File: config.mk
export PLATFORM = sky130hd
export DESIGN_NAME = easy_fifo_rd2axis
export DESIGN_NICKNAME = d
export VERILOG_FILES = /design/src/rtl/easy_fifo_pkg.sv /design/src/rtl/easy_fifo_rd_pipe.sv /design/src/rtl/easy_fifo_rd2axis.sv
export SDC_FILE = /design/constraint.sdc
export NUM_CORES = 1
export LEC_CHECK = 0
export BUFFER_PORTS_ARGS = -buffer_cell sky130_fd_sc_hd__buf_2
export CAP_MARGIN = 5
export CORE_MARGIN = 8
export CORE_UTILIZATION = 51
export CTS_CLUSTER_DIAMETER = 120
export DETAILED_ROUTE_END_ITERATION = 16
export PLACE_DENSITY = 0.73
export SYNTH_ARGS = -nofsm -noshare
export SYNTH_HDL_FRONTEND = slang
export SYNTH_SLANG_ARGS = --single-unit
export TNS_END_PERCENT = 30
File: constraint.sdc
create_clock -name clk -period 2.3 [get_ports clk]
set_clock_uncertainty 0.15 [all_clocks]
set_input_delay 0 -clock clk [delete_from_list [all_inputs] [get_ports clk]]
set_output_delay 0 -clock clk [all_outputs]
set_load 0.005 [all_outputs]
File: src/rtl/easy_fifo_pkg.sv
// Shared sizing helpers for the easy_fifo read-side adapter.
// The output buffer holds RD_LATENCY+2 words, which lets reads keep flowing at one per cycle.
package easy_fifo_pkg;

  function automatic int clog2(input int value);
    int r;
    r = 0;
    while ((1 << r) < value) r++;
    return (r < 1) ? 1 : r;
  endfunction

  function automatic int buf_depth(input int rd_latency);
    return rd_latency + 2;
  endfunction

  function automatic int ptr_width(input int depth);
    return clog2(depth);
  endfunction

  function automatic int occ_width(input int depth);
    return clog2(depth + 1);
  endfunction

endpackage

File: src/rtl/easy_fifo_rd_pipe.sv
// Tracks reads that are still in flight inside the FIFO's read pipeline.
// Each stage is a valid bit; the last stage marks the cycle in which rd_data is valid.
module easy_fifo_rd_pipe
  import easy_fifo_pkg::*;
#(
  parameter int RD_LATENCY = 1,
  parameter int CNT_W      = clog2(RD_LATENCY + 1)
) (
  input  logic             clk,
  input  logic             rst_n,
  input  logic             issue_i,
  output logic             land_o,
  output logic [CNT_W-1:0] inflight_o
);

  logic [RD_LATENCY-1:0] stage_q;
  logic [RD_LATENCY-1:0] stage_d;

  assign stage_d[0] = issue_i;

  for (genvar gi = 1; gi < RD_LATENCY; gi++) begin : g_shift
    assign stage_d[gi] = stage_q[gi-1];
  end

  always_ff @(posedge clk or negedge rst_n) begin
    if (!rst_n) begin
      stage_q <= '0;
    end else begin
      stage_q <= stage_d;
    end
  end

  assign land_o = stage_q[RD_LATENCY-1];

  always_comb begin
    inflight_o = '0;
    for (int i = 0; i < RD_LATENCY; i++) begin
      inflight_o = inflight_o + CNT_W'(stage_q[i]);
    end
  end

endmodule

File: src/rtl/easy_fifo_rd2axis.sv
// Drains a non-FWFT easy_fifo read port into an AXI4-Stream master via a credit-managed buffer.
// Define EASY_FIFO_TLAST_GEN_EN to generate TLAST every PKT_LEN beats; otherwise TLAST is held at 0.
module easy_fifo_rd2axis
  import easy_fifo_pkg::*;
#(
  parameter int DWIDTH     = 32,
  parameter int RD_LATENCY = 1,
  parameter int PKT_LEN    = 16
) (
  input  logic              clk,
  input  logic              rst_n,
  output logic              rd_en,
  input  logic [DWIDTH-1:0] rd_data,
  input  logic              rd_empty,
  output logic [DWIDTH-1:0] m_axis_tdata,
  output logic              m_axis_tvalid,
  output logic              m_axis_tlast,
  input  logic              m_axis_tready
);

  localparam int BUF_DEPTH = buf_depth(RD_LATENCY);
  localparam int PTR_W     = ptr_width(BUF_DEPTH);
  localparam int OCC_W     = occ_width(BUF_DEPTH);
  localparam int INF_W     = clog2(RD_LATENCY + 1);
  localparam int SUM_W     = OCC_W + 1;

  logic [DWIDTH-1:0] buf_q [BUF_DEPTH];
  logic [PTR_W-1:0]  wr_ptr_q, wr_ptr_d;
  logic [PTR_W-1:0]  rd_ptr_q, rd_ptr_d;
  logic [OCC_W-1:0]  occ_q, occ_d;
  logic [INF_W-1:0]  inflight;
  logic [SUM_W-1:0]  credit_sum;
  logic              land;
  logic              pop;

  function automatic logic [PTR_W-1:0] ptr_inc(input logic [PTR_W-1:0] p);
    return (p == PTR_W'(BUF_DEPTH - 1)) ? '0 : p + PTR_W'(1);
  endfunction

  easy_fifo_rd_pipe #(
    .RD_LATENCY (RD_LATENCY),
    .CNT_W      (INF_W)
  ) u_rd_pipe (
    .clk        (clk),
    .rst_n      (rst_n),
    .issue_i    (rd_en),
    .land_o     (land),
    .inflight_o (inflight)
  );

  // Credits count both buffered words and words still in the FIFO pipeline,
  // so tready never reaches rd_en combinationally.
  assign credit_sum    = SUM_W'(occ_q) + SUM_W'(inflight);
  assign rd_en         = !rd_empty && (credit_sum < SUM_W'(BUF_DEPTH)) && rst_n;
  assign m_axis_tvalid = (occ_q != '0);
  assign m_axis_tdata  = buf_q[rd_ptr_q];
  assign pop           = m_axis_tvalid && m_axis_tready;

  always_comb begin
    wr_ptr_d = land ? ptr_inc(wr_ptr_q) : wr_ptr_q;
    rd_ptr_d = pop ? ptr_inc(rd_ptr_q) : rd_ptr_q;
    occ_d    = occ_q;
    case ({land, pop})
      2'b10:   occ_d = occ_q + OCC_W'(1);
      2'b01:   occ_d = occ_q - OCC_W'(1);
      default: occ_d = occ_q;
    endcase
  end

  always_ff @(posedge clk or negedge rst_n) begin
    if (!rst_n) begin
      wr_ptr_q <= '0;
      rd_ptr_q <= '0;
      occ_q    <= '0;
    end else begin
      wr_ptr_q <= wr_ptr_d;
      rd_ptr_q <= rd_ptr_d;
      occ_q    <= occ_d;
    end
  end

  // The head entry is only overwritten after it has been popped, keeping tdata stable.
  always_ff @(posedge clk or negedge rst_n) begin
    if (!rst_n) begin
      for (int i = 0; i < BUF_DEPTH; i++) begin
        buf_q[i] <= '0;
      end
    end else if (land) begin
      buf_q[wr_ptr_q] <= rd_data;
    end
  end

  assert property (@(posedge clk) disable iff (!rst_n) !(land && (occ_q == OCC_W'(BUF_DEPTH))));

`ifdef EASY_FIFO_TLAST_GEN_EN
  localparam int CNT_W = clog2(PKT_LEN);

  logic [CNT_W-1:0] cnt_q, cnt_d;

  always_comb begin
    cnt_d = cnt_q;
    if (pop) begin
      cnt_d = (cnt_q == CNT_W'(PKT_LEN - 1)) ? '0 : cnt_q + CNT_W'(1);
    end
  end

  always_ff @(posedge clk or negedge rst_n) begin
    if (!rst_n) begin
      cnt_q <= '0;
    end else begin
      cnt_q <= cnt_d;
    end
  end

  assign m_axis_tlast = m_axis_tvalid && (cnt_q == CNT_W'(PKT_LEN - 1));
`else
  logic unused_pkt_len;
  assign unused_pkt_len = (PKT_LEN != 0);
  assign m_axis_tlast   = 1'b0;
`endif

endmodule

==> impl_metrics.yaml, run 1 <==
critical_path:
  endpoint_kind: "output pin"
  path_max_fanout: 18
  critPathKind: "register to output pin"
  worst_setup_path_start_kind: "register"
  worstPathRequired_ns: 2.15
  arrival_ns: 1.83
clock_tree:
  clockRootBuffer: "clkbuf_8"
  cts_resized: 0
  clk_path_buf_depth: 2
  clkLatencyLatePin_ns: 0.37
  clkTransAtPathRegs_ns: 0.11
  cts_made_buffers: 9
  cts_tree: "done"
  cts.sinks: 103
  cts_max_level: 3
timing:
  layout_min_cycle_time_ns: 1.98
  tightest_slew_ns: 0.534
  clock.fmax_mhz: 504
  fin_crit_sh_pct: 86.2
  rsz0062_at_grt: "false"
  setup_tns_ns: 0
  finalSetupViolations: 0
  maxSlewHeadroom_pct: 64.4
  finalHoldViolCount: 0
  drv_slew: 0
die:
  start_util_pct: 51.6
  die_h_microns: 112
  rows: 35
  die_area_sq_um: 12500
  die_w_microns: 112
  io_pins: 71
  core_region_area_sq_um: 9060
logic_synthesis:
  synthTopCellsByArea: "dfrtp_1, mux2_2, mux2_4"
  syn_nets: 384
  synth_common_cells: "dfrtp_1, mux2_2, nand2_1"
  synth_area_sq_um: 4680
  avgSynthCellArea_sq_um: 13.6
  synthFlopType: "dfrtp_1"
  synth_top_area_share_pct: 55.1
  synth_top_area_cell: "dfrtp_1"
  yosysUniqueCellTypes: 26
  ys_seq_elements: 103
  synth-async-reset-ratio_pct: 100
  synth-seq-area-share_pct: 55.1
  synth_edf_count: 0
  syn_inst: 345
  yosysWarnings: 0
  yosysMostFrequentCell: "dfrtp_1"
drt:
  dr.pass1.iters: 4
  wl_met3_microns: 400
  routed.top_layer: "met4"
  wl_met2_mm: 4.79
  ant_nets: 0
  wl_per_cell_microns: 17.5
  drt_iter0_drc: 132
  drcViolationCount: 0
  drt-total-wl_mm: 9.91
  vias: 2938
  routed_via_density: 5.20
  drt-met1-wl_mm: 4.65
power:
  power_frac_seq_pct: 43.0
  p_leak_nw: 2.67
  internal_power_mw: 5.02
  power.switching_mw: 2.59
  ir_drop_mv: 0.574
  swShare_pct: 34.1
  pwr-share-comb_pct: 42.7
  power_density_nw_per_um2: 1340
  clkPwrFrac_pct: 14.3
placed_design:
  placed_area_sq_um: 5160
  portBuffers: 69
  dp_hpwl_mm: 6.40
  place_congestion: 0.768
grt:
  grt_pass1_wl_mm: 17.0
  grt_start_max_net_pins: 104
  antenna_found_initial: 0
  track_usage_pct: 16.9
  grt.overflow.total: 0
  grt_pass1_vias: 3327
worst_hold_path:
  min-delay-path-class: "primary input to asynchronous set/reset pin"
layout:
  area_delta_synth_final_pct: 21.8
  n_antenna_cell: 0
  nets: 488
  fill_cells: 715
  drive_gt1_share_pct: 44.3
  final_area_sq_um: 5700
run_status:
  status: "complete, no violations"
flow_run:
  cap_violations: 0
[layout make-up]
cell class	instances	area (sq um)	share of cell area, %
Inverter	3	11.3	0.198
Clock inverter	7	63.8	1.12
Sequential cell	103	2580	45.2
Tap cell	111	139	2.44
Multi-Input combinational cell	216	1970	34.6
Timing Repair Buffer	116	813	14.3
Clock buffer	9	124	2.17
[registers in the layout (all words and copies together) (netlist names)]
signal and cells:
buf_q 96, occ_q 2, rd_ptr_q 2, u_rd_pipe.land_o 1
wr_ptr_q 2
[power by group through the flow]
stage	Clock (mW)	Combinational [mW]	Sequential, mW
after floorplan	0	2.24	3.11
after global placement	0	3.16	3.25
after detailed placement	0	3.26	3.30
after CTS	1.12	3.31	3.28
after global routing	1.20	3.59	3.40
final	1.09	3.25	3.28
[worst paths after layout]
| check | from | endpoint | slack (ns) | depth (start not counted) |
|---|---|---|---|---|
| setup / recovery | rd_ptr_q[0] | m_axis_tdata[11] | 0.32 | 4 |
| hold / removal | rst_n | buf_q[70] | 0.13 | 3 |
| setup reg to reg | occ_q[0] | occ_q[1] | 0.44 | 5 |
| hold reg to reg | buf_q[40] | buf_q[40] | 0.36 | 1 |
| max in group asynchronous | rst_n | rd_ptr_q[0] | 1.46 | 3 |
| min in group clk | rd_data[18] | buf_q[18] | 0.26 | 3 |
[critical path, cell delays in order (launching register included)]
cell     delay (ns)
dfrtp_2        0.57
buf_4          0.39
mux2i_1        0.24
o21ai_0        0.10
buf_2          0.15
[cells in the final DEF, fill, tap and decap left out, types with 2 or more instances in the layout]
master | Yosys | final
buf_4 | 1 | 11
dlygate4sd3_1 | 0 | 35
inv_8 | 0 | 2
buf_12 | 0 | 2
nor2_1 | 2 | 2
xnor2_1 | 2 | 2
inv_2 | 2 | 2
mux2_2 | 66 | 66
o21ai_0 | 34 | 34
a21o_1 | 2 | 2
mux2i_1 | 32 | 32
mux2_4 | 30 | 30
clkbuf_8 | 0 | 9
nand2_1 | 35 | 35
buf_2 | 13 | 68
inv_6 | 0 | 2
clkinvlp_4 | 0 | 2
ha_1 | 3 | 3
dfrtp_1 | 103 | 102
[stage by stage]
| step | hold slack, ns | utilization [%] | power, mW | setup slack, ns | instances |
|---|---|---|---|---|---|
| 5_1_grt | 0.153 | 62.9 | 8.19 | 0.146 | 565 |
| 3_3_place_gp | 0.00646 | 56.9 | 6.41 | 0.528 | 514 |
| 2_1_floorplan | -0.446 | - | 5.35 | 0.692 | 345 |
| 3_5_place_dp | 0.00901 | 56.9 | 6.57 | 0.474 | 514 |
| 4_1_cts | 0.150 | 62.9 | 7.71 | 0.275 | 565 |
| 6_report | 0.134 | 62.9 | 7.61 | 0.317 | 565 |
[cells by family after synthesis]
family | share of synthesized area (%)
adder cells (fa/ha/maj) | 0.802
multiplexers | 32.4
other | 0.0801
buffers and inverters | 3.16
AO/OA/AOI/OAI | 4.17
XOR/XNOR | 0.562
AND/OR/NAND/NOR | 3.80
flip-flops | 55.1
[per-layer routing]
metal / track usage (%) / vias up
met3: 5.03 / 6
li1: - / 1406
met5: 0 / -
met1: 21.4 / 1472
met2: 27.7 / 54
met4: 3.92 / 0
[timing repair]
action / in CTS / in global routing
setup endpoints to repair: 0 / 0
hold buffers: 35 / 0
setup buffers: 0 / 0
hold endpoints to repair: 202 / 0
Power figures use the tool's default switching activity.
==> run 2, diff against run 1 <==
--- a/config.mk
+++ b/config.mk
@@ -14,5 +14,6 @@
 export PLACE_DENSITY = 0.73
 export SYNTH_ARGS = -nofsm -noshare
 export SYNTH_HDL_FRONTEND = slang
+export SYNTH_HIERARCHICAL = 1
 export SYNTH_SLANG_ARGS = --single-unit
 export TNS_END_PERCENT = 30
==> impl_metrics.yaml, run 2 <==
clock_tree:
  cts_resized: 0
  clkLatencyLatePin_ns: 0.36
  clk_path_buf_depth: 2
  cts_max_level: 3
  cts.sinks: 103
  clkTransAtPathRegs_ns: 0.10
  cts_made_buffers: 9
  cts_tree: "done"
  clockRootBuffer: "clkbuf_8"
  cts_setup_buffers: 0
grt:
  antenna_found_initial: 0
  grt_pass1_vias: 3255
  grt_start_max_net_pins: 62
  grt_pass1_wl_mm: 16.8
  grt.overflow.total: 0
  track_usage_pct: 16.6
layout:
  largest_reg_flops: 96
  regArea_sq_um: 2580
  n_antenna_cell: 0
  multi_input_area_sq_um: 1970
  final_cells: 563
  largest-register: "buf_q"
  area_delta_synth_final_pct: 21.5
  drive_gt1_share_pct: 44.5
  finish.utilization_pct: 62.7
  final_cell_mix: "dfrtp_1, buf_2, mux2_2"
  mostFrequentLayoutCell: "dfrtp_1"
  nets: 486
  fill_cells: 711
timing:
  maxSlewHeadroom_pct: 49.4
  fin_crit_sh_pct: 93.4
  rsz0062_at_grt: "false"
  holdWs_ns: 0.141
  layout_min_cycle_time_ns: 2.15
  finalSetupViolations: 0
  tightest_slew_ns: 0.760
  drv_slew: 0
  clock.fmax_mhz: 465
  setup_tns_ns: 0
  finalHoldViolCount: 0
logic_synthesis:
  yosysUniqueCellTypes: 26
  synthFlopType: "dfrtp_1"
  synth_top_area_cell: "dfrtp_1"
  avgSynthCellArea_sq_um: 13.6
  synth_common_cells: "dfrtp_1, mux2_2, nand2_1"
  yosysMostFrequentCell: "dfrtp_1"
  synthTopCellsByArea: "dfrtp_1, mux2_2, mux2_4"
  syn_nets: 382
  synth_edf_count: 0
  synth-seq-area-share_pct: 55.1
  syn_inst: 343
  yosysWarnings: 6
  synth_top_area_share_pct: 55.1
  ys_seq_elements: 103
  synth-async-reset-ratio_pct: 100
  synth_area_sq_um: 4680
die:
  rows: 35
  io_pins: 71
  die_h_microns: 112
  die_w_microns: 112
  die_area_sq_um: 12500
  start_util_pct: 51.6
  core_region_area_sq_um: 9060
drt:
  dr.pass1.iters: 4
  ant_nets: 0
  drt_iter0_drc: 94
  drt-total-wl_mm: 9.76
  vias: 2994
  wl_per_cell_microns: 17.3
  routed_via_density: 5.32
  drcViolationCount: 0
critical_path:
  crit_family: "simple AND/OR/NAND/NOR gates"
  worstPathRequired_ns: 2.15
  worst_setup_path_start_kind: "register"
  r2r_cells: 4
  path_max_fanout: 18
  critical-path-max-stage-delay_ns: 0.56
  slowest_stage: "dfrtp_2"
  crit_buf_inv: 2
  rrSetupSlack_ns: 0.47
  critPathKind: "register to output pin"
  crit_cells: 5
  arrival_ns: 2.00
  worstSetupStartpoint: "rd_ptr_q[1]"
  crit_chain: "nor2b_4 > buf_4 > nand2_1 > o21ai_0 > buf_2"
  endpoint_kind: "output pin"
  r2r_start: "u_rd_pipe/land_o"
placed_design:
  place_congestion: 0.768
  portBuffers: 69
  dp_hpwl_mm: 6.51
  dp_cells: 512
run_status:
  status: "complete, no violations"
worst_hold_path:
  min-delay-path-class: "primary input to asynchronous set/reset pin"
flow_run:
  cap_violations: 0
power:
  ir_drop_mv: 0.659
  power_mw: 7.48
  p_leak_nw: 2.65
  power_density_nw_per_um2: 1320
run 2: cell types whose count changed after synthesis:
cell,previous run,this run
clkbuf_1,5,7
buf_2,13,10
o21ai_0,34,30
buf_4,1,2
mux2_2,66,67
nand2_1,35,33
o21ai_1,1,4
run 2: layout make-up:
type / instances / area share [%]
well taps: 111 / 2.44
inverters: 3 / 0.198
flip-flops and latches: 103 / 45.4
repair buffers: 116 / 14.1
clock buffers: 11 / 2.49
multi-input cells: 214 / 34.7
clock inverters: 5 / 0.704
run 2: logic make-up (layout without fill, tap and decap cells):
group                    Yosys count  count (layout)  synth area share, %
XOR/XNOR                           3               3                0.562
adder cells (fa/ha/maj)            3               3                0.802
multiplexers                     129             129                 32.6
other                              1               1               0.0802
AO/OA/AOI/OAI                     37              37                 4.06
buffers and inverters             26             135                 3.16
AND/OR/NAND/NOR                   41              41                 3.64
flip-flops                       103             103                 55.1
run 2: timing repair:
action,4_1_cts,5_1_grt
endpoints found under the setup margin,0,0
endpoints found under the hold margin,202,0
hold buffers,35,0
run 2: worst paths after layout:
| path | end |
|---|---|
| worst min register to register | buf_q[75] |
| worst max register to register | buf_q[22] |
| min in group clk | buf_q[29] |
| max in group asynchronous | rd_ptr_q[1] |
| worst min-delay path | buf_q[63] |
| worst max-delay path | m_axis_tdata[19] |
run 2: where the power goes:
group          switching [mW]  total, mW  internal (mW)
clock                   0.631       1.06          0.432
combinational            1.33       3.15           1.82
sequential              0.535       3.27           2.73
run 2: metrics by stage:
stage | setup WS (ns) | instance area, sq um
after floorplan | 0.672 | 4680
after global placement | 0.512 | 5150
after detailed placement | 0.481 | 5150
after CTS | 0.114 | 5680
after global routing | 0.00609 | 5680
final | 0.151 | 5680
run 2: worst reg2reg max path, stage by stage (launching register included):
cell	delay, ns
dfrtp_1	0.44
inv_2	0.09
or3_2	0.43
buf_4	0.27
mux2_4	0.35
run 2: per-layer routing:
metal | vias up | global-route usage (%) | wire length (microns)
met5 | - | 0 | 0
met2 | 53 | 26.5 | 4740
met1 | 1530 | 21.2 | 4450
li1 | 1399 | - | -
met3 | 12 | 4.49 | 443
met4 | 0 | 5.65 | 126
